**src/rtl/mem_arb_pkg.sv**
```systemverilog
// Shared encodings for the unified-memory arbiter between the fetch and load/store ports.
package mem_arb_pkg;

  localparam logic [1:0] IDLE  = 2'd0;
  localparam logic [1:0] ISSUE = 2'd1;
  localparam logic [1:0] WAIT  = 2'd2;
  localparam logic [1:0] RESP  = 2'd3;

  localparam logic OWN_I = 1'b0;
  localparam logic OWN_D = 1'b1;

  localparam logic [3:0] WEN_READ = 4'b0000;

  // Widths sized for the legal parameter ranges (STARVE_MAX <= 15, MEM_LATENCY <= 8).
  localparam int STARVE_W = 4;
  localparam int LAT_W    = 3;

endpackage

```
**src/rtl/mem_arb_starve_cnt.sv**
```systemverilog
// Fairness counter: counts data grants that overtook a waiting fetch and raises force_i at the limit.
module mem_arb_starve_cnt
  import mem_arb_pkg::*;
#(
  parameter int STARVE_MAX = 4
) (
  input  logic clk,
  input  logic rst,
  input  logic i_grant,
  input  logic d_grant,
  input  logic i_req_valid,
  output logic force_i
);

  localparam logic [STARVE_W-1:0] CNT_MAX = STARVE_W'(STARVE_MAX);

  logic [STARVE_W-1:0] cnt;

  // NOTE: sequential state is always assigned with <= so every flop samples pre-edge values.
  always_ff @(posedge clk) begin
    if (rst) begin
      cnt <= '0;
    end else if (i_grant) begin
      cnt <= '0;
    end else if (d_grant && i_req_valid && (cnt != CNT_MAX)) begin
      cnt <= cnt + STARVE_W'(1);
    end
  end

  assign force_i = (cnt == CNT_MAX);

endmodule

```
**src/rtl/mem_arbiter.sv**
```systemverilog
// Arbitrates fetch and load/store requests onto one single-port synchronous memory,
// one transaction at a time: IDLE -> ISSUE -> WAIT x MEM_LATENCY -> RESP.
module mem_arbiter
  import mem_arb_pkg::*;
#(
  parameter int ADDR_W      = 32,
  parameter int DATA_W      = 32,
  parameter int MEM_LATENCY = 1,
  parameter int STARVE_MAX  = 4
) (
  input  logic              clk,
  input  logic              rst,

  input  logic              i_req_valid,
  input  logic [ADDR_W-1:0] i_req_addr,
  output logic              i_req_ready,
  output logic              i_rsp_valid,
  output logic [DATA_W-1:0] i_rsp_rdata,

  input  logic              d_req_valid,
  input  logic [ADDR_W-1:0] d_req_addr,
  input  logic [DATA_W-1:0] d_req_wdata,
  input  logic [3:0]        d_req_wen,
  output logic              d_req_ready,
  output logic              d_rsp_valid,
  output logic [DATA_W-1:0] d_rsp_rdata,

  output logic              mem_en,
  output logic [ADDR_W-1:0] mem_addr,
  output logic [DATA_W-1:0] mem_wdata,
  output logic [3:0]        mem_wen,
  input  logic [DATA_W-1:0] mem_rdata,

  output logic              busy
);

  logic [1:0]        state;
  logic              owner;
  logic [ADDR_W-1:0] addr_q;
  logic [DATA_W-1:0] wdata_q;
  logic [3:0]        wen_q;
  logic [LAT_W-1:0]  wait_cnt;

  logic idle;
  logic force_i;
  logic i_grant;
  logic d_grant;
  logic last_wait;

  // Readies stay low while rst is held so nothing can be accepted during reset.
  assign idle        = (state == IDLE) && !rst;
  assign d_req_ready = idle && !(i_req_valid && force_i);
  assign i_req_ready = idle && (!d_req_valid || force_i);

  // The ready equations make these two mutually exclusive.
  assign i_grant = i_req_valid && i_req_ready;
  assign d_grant = d_req_valid && d_req_ready;

  assign last_wait = (state == WAIT) && (wait_cnt == '0);

  mem_arb_starve_cnt #(
    .STARVE_MAX (STARVE_MAX)
  ) u_starve_cnt (
    .clk         (clk),
    .rst         (rst),
    .i_grant     (i_grant),
    .d_grant     (d_grant),
    .i_req_valid (i_req_valid),
    .force_i     (force_i)
  );

  always_ff @(posedge clk) begin
    if (rst) begin
      state    <= IDLE;
      owner    <= OWN_I;
      addr_q   <= '0;
      wdata_q  <= '0;
      wen_q    <= WEN_READ;
      wait_cnt <= '0;
    end else begin
      case (state)
        IDLE: begin
          if (d_grant) begin
            owner   <= OWN_D;
            addr_q  <= d_req_addr;
            wdata_q <= d_req_wdata;
            wen_q   <= d_req_wen;
            state   <= ISSUE;
          end else if (i_grant) begin
            owner   <= OWN_I;
            addr_q  <= i_req_addr;
            wdata_q <= '0;
            wen_q   <= WEN_READ;
            state   <= ISSUE;
          end
        end
        ISSUE: begin
          wait_cnt <= LAT_W'(MEM_LATENCY - 1);
          state    <= WAIT;
        end
        WAIT: begin
          if (wait_cnt == '0) begin
            state <= RESP;
          end else begin
            wait_cnt <= wait_cnt - LAT_W'(1);
          end
        end
        default: state <= IDLE;
      endcase
    end
  end

  // Response data registers only update on capture, so they hold between transactions.
  always_ff @(posedge clk) begin
    if (rst) begin
      i_rsp_rdata <= '0;
      d_rsp_rdata <= '0;
    end else if (last_wait) begin
      if (owner == OWN_I) begin
        i_rsp_rdata <= mem_rdata;
      end else begin
        d_rsp_rdata <= (wen_q == WEN_READ) ? mem_rdata : '0;
      end
    end
  end

  assign mem_en    = (state == ISSUE);
  assign mem_wen   = (state == ISSUE && owner == OWN_D) ? wen_q : WEN_READ;
  assign mem_addr  = addr_q;
  assign mem_wdata = wdata_q;

  assign i_rsp_valid = (state == RESP) && (owner == OWN_I) && !rst;
  assign d_rsp_valid = (state == RESP) && (owner == OWN_D) && !rst;

  assign busy = (state != IDLE);

endmodule
```
**config.mk**
```make
export PLATFORM = sky130hd
export DESIGN_NAME = mem_arbiter
export DESIGN_NICKNAME = d
export VERILOG_FILES = /design/src/rtl/mem_arb_pkg.sv /design/src/rtl/mem_arb_starve_cnt.sv /design/src/rtl/mem_arbiter.sv
export SDC_FILE = /design/constraint.sdc
export NUM_CORES = 1
export LEC_CHECK = 0
export ABC_AREA = 0
export ABC_CLOCK_PERIOD_IN_PS = 4700
export CAP_MARGIN = 20
export CORE_MARGIN = 1
export CORE_UTILIZATION = 43
export DETAILED_ROUTE_END_ITERATION = 8
export GPL_ROUTABILITY_DRIVEN = 0
export PLACE_DENSITY = 0.95
export REMOVE_ABC_BUFFERS = 1
export SLEW_MARGIN = 10
export SYNTH_ARGS = -nofsm -noshare
export SYNTH_HDL_FRONTEND = slang
export SYNTH_HIERARCHICAL = 1
export SYNTH_SLANG_ARGS = --single-unit
export TNS_END_PERCENT = 50
```
**constraint.sdc**
```tcl
create_clock -name clk -period 4.7 [get_ports clk]
set_input_delay 0.705 -clock clk [delete_from_list [all_inputs] [get_ports clk]]
set_output_delay 0.705 -clock clk [all_outputs]
set_load 0.02 [all_outputs]
```
==> impl.org <==
** Clocking
- Post-CTS Resized :: 0
- Root buffer cell :: clkbuf_16
- The clock tree synthesis step divided the H-tree into 4 levels.
- TritonCTS sink count :: around 140
- Total CTS buffers :: 17
- After clock tree synthesis, the clock-pin slew on the worst setup and hold paths is 0.06 ns.
- CTS Hold Bufs :: 0
- TritonCTS built the clock tree.
- The clock passes through at most 2 buffers.
- The later pin in the worst-skew pair is clocked with a latency of 0.42 ns.
- Post-CTS setup buffers :: 0

** Layout
- Fill cell count :: between 800 and 900
- Number of antenna cells inserted :: 0
- The post-route netlist has 6.84% of its cells at a drive strength greater than 1.
- Final Net Count :: 1,023
- Area growth from synthesis to layout :: 62.9%

** Timing
- On the final layout, the worst hold slack is 0.452 ns.
- Setup repair after global routing left no endpoint under its margin.
- Final period util :: 61.4%
- Setup skew after layout :: around 0.016 ns
- Final period demand of the worst path :: 2.89 ns
- Worst Max-Slew Pin Slew :: 0.800 ns
- Setup slack closes at 1.81 ns.
- Final setup violation count :: 0
- Fmax :: roughly 350 MHz
- Total count of max-transition violations in the final report :: 0
- Total negative setup slack :: 0 ns
- Final count of hold timing violations :: 0
- Headroom to the max-slew limit :: 46.7%

** Critical path
- CP required :: 3.99 ns
- Across all register-to-register paths, the minimum setup slack is 1.96 ns.
- Type of element launching the critical path :: input port
- In this run the critical register-to-register path is launched from u_starve_cnt/cnt[0].
- Critical path data arrival time :: approximately 2.2 ns
- Worst setup path endpoint :: d_rsp_valid
- The critical path is of the input port to output port type.
- STA classifies the critical path endpoint as an output port.
- Logic depth of the worst register-to-register path :: 11
- Crit path from :: rst
- FF-to-FF End :: mem_addr[1]
- Worst Path Max Fanout :: 36

** Status
- Run status :: completed

** Pwr
- Power spread over the standard cell area amounts to roughly 480 nW/um^2.
- The design draws approximately 4.2 mW.
- Proportion of total power due to net switching :: 33.1%
- Of the total power, registers draw 35.4%.
- The worst-case IR drop observed on VDD is 0.000273 V.
- In this run the power spent charging and discharging nets is 1.39 mW.
- Summed over all cells, the static leakage comes to 3.23 nW.
- The clock network burns around a third of the power.
- Combinational logic is responsible for 31.9% of the overall power.
- Cell Int Power :: 2.81 mW

** Drt
- Vias per std cell :: about 5.2
- The detail route stage leaves a number of antenna-violating nets equal to 0.
- First-pass DRT Iterations :: 5
- In this run, the number of DRC markers left after iteration 0 of detailed routing was 500.
- Number of vias after detailed routing :: 5,541
- Dividing the detail-routed wire length by the instance count gives 16.3 um.
- After detailed routing, the number of remaining DRC violations is 0.
- WL final :: 17,200 um

** Floorplanning
- After floorplanning, the core was divided into 40 placement rows.
- Die boundary height :: 114 um
- Measured along the x axis, the die boundary spans 114 um.
- Area of the core :: around 12,000 sq um
- Starting density of the core :: 44.5%
- The die covers 13,000 sq um.
- Number of primary I/O pins :: 274

** Yosys
- The biggest area contributor in the post-synthesis netlist is dfxtp_1.
- The Yosys step of the flow raised 6 warnings.
- Area share of the leading cell type in the synthesized netlist :: a little over half
- Mean area per synthesized cell :: 8.57 sq um
- Mapped cell area :: 5380 sq um
- Sequential elements use 52.8% of the synthesized area.
- By area the synthesized netlist is led by dfxtp_1 53%, a22oi_1 8.1%, nor2_1 7.7%.
- For this run, asynchronously set or reset flops after synthesis account for 0%.
- For this run, the leading register cell type out of synthesis is dfxtp_1.
- Count of mapped cells out of synthesis :: 628
- Counting flops and latches in the post-synthesis netlist gives 142.
- Number of different library cells in the post-synthesis netlist :: 37
- In this run, synthesis inferred 0 flip-flops with an integrated enable.

** Job
- Max-cap violations in this run came to 0.

** Placement
- Worst setup timing slack at the placement stage :: 1.55 ns
- Dpl hpwl :: 11,900 um
- Quantity of I/O buffers inserted on ports :: between 200 and 300

** GRT
- Global routing finished with a remaining overflow of 0.
- In the global route stage, overall resource usage came out at 26.9%.
- Wire length of the first global-routing pass :: approximately 27,000 um
- Antenna violations before repair :: 0
- Via count of the first global-routing pass :: 5,396
- Entering global routing, the biggest net connects 77 pins.

** Min path
- Path category of the worst min-delay check :: flop to flop
==> cell type report <==
cell class / instances / area [sq um] / area share (%)
sequential: 142 / 2840 / 32.4
timing repair buffer: 281 / 2790 / 31.8
multi-input combinational: 425 / 2270 / 25.9
inverter: 12 / 45.0 / 0.514
clock buffer: 17 / 425 / 4.85
clock inverter: 15 / 185 / 2.11
tap: 168 / 210 / 2.40
==> power groups by stage <==
stage | logic [mW] | registers, mW | clock network [mW]
after floorplan | 0.468 | 1.70 | 0
after global placement | 1.31 | 1.50 | 0
after detailed placement | 1.34 | 1.51 | 0
after CTS | 1.34 | 1.49 | 1.39
after global routing | 1.44 | 1.50 | 1.45
final | 1.34 | 1.49 | 1.37
==> placed cells by master (no fill, tap or decap), types with 4 or more instances in the layout <==
master	n
nand3_1	4
inv_1	11
nor3_1	64
dfxtp_1	142
nand2_1	69
clkdlybuf4s50_1	272
nor2_1	110
ha_1	8
and3_1	5
clkinv_4	4
a21oi_1	38
clkbuf_16	17
a22oi_2	10
a22oi_1	58
o21ai_0	37
buf_4	9
==> critical path, stage by stage <==
cell and delay [ns]:
buf_4 0.23, inv_1 0.09, buf_4 0.32, and3_1 0.22
clkdlybuf4s50_1 0.60
==> how the worst min path moves through the flow <==
stage	start	to	slack (ns)	depth (start not counted)
after floorplan	u_starve_cnt/cnt[2]	u_starve_cnt/cnt[2]	0.45	1
after global placement	i_rsp_rdata[10]	i_rsp_rdata[10]	0.44	2
after detailed placement	i_rsp_rdata[9]	i_rsp_rdata[9]	0.45	2
after CTS	i_rsp_rdata[23]	i_rsp_rdata[23]	0.45	2
after global routing	i_rsp_rdata[24]	i_rsp_rdata[24]	0.47	2
final	i_rsp_rdata[23]	i_rsp_rdata[23]	0.45	2
==> synth_stat cells, types with 4 or more instances <==
library cell and count:
o21ai_0 37, clkbuf_1 27, dfxtp_1 142, and3_1 5, ha_1 8, inv_1 11, nor3_1 64, nand2_1 69
buf_2 16, nand3_1 4, a22oi_2 10, a22oi_1 58, a21oi_1 38, nor2_1 111
==> kinds of logic after synthesis <==
kind of cell | count (synthesis) | synth area share (%)
adder cells (fa/ha/maj) | 8 | 1.86
AO/OA/AOI/OAI | 150 | 18.4
buffers and inverters | 61 | 5.25
AND/OR/NAND/NOR | 266 | 21.5
flip-flops | 142 | 52.8
multiplexers | 1 | 0.186
==> routing by layer <==
layer	share of wire (%)	wire length [um]	global-route usage [%]
met1	39	6770	29.7
met2	51	8720	46.2
met3	5.4	934	8.02
met4	4.7	807	15.4
met5	0	0	0
==> metrics by stage <==
step | cells | utilization [%] | instance area, sq um
after global routing | 1060 | 72.4 | 8770
after detailed placement | 1028 | 67.4 | 8160
final | 1060 | 72.4 | 8770
after global placement | 1028 | 67.4 | 8160
after floorplan | 579 | - | 5150
after CTS | 1060 | 72.4 | 8770
==> flip-flops by register name, indices dropped and copies added, names as in the netlist <==
| register | cells |
|---|---|
| wait_cnt | 3 |
| i_rsp_rdata | 32 |
| u_starve_cnt/cnt | 4 |
| wen_q | 4 |
| owner | 1 |
| mem_wdata | 32 |
| state | 2 |
| d_rsp_rdata | 32 |
| mem_addr | 32 |
No activity file was read; power rests on OpenSTA's default activity.
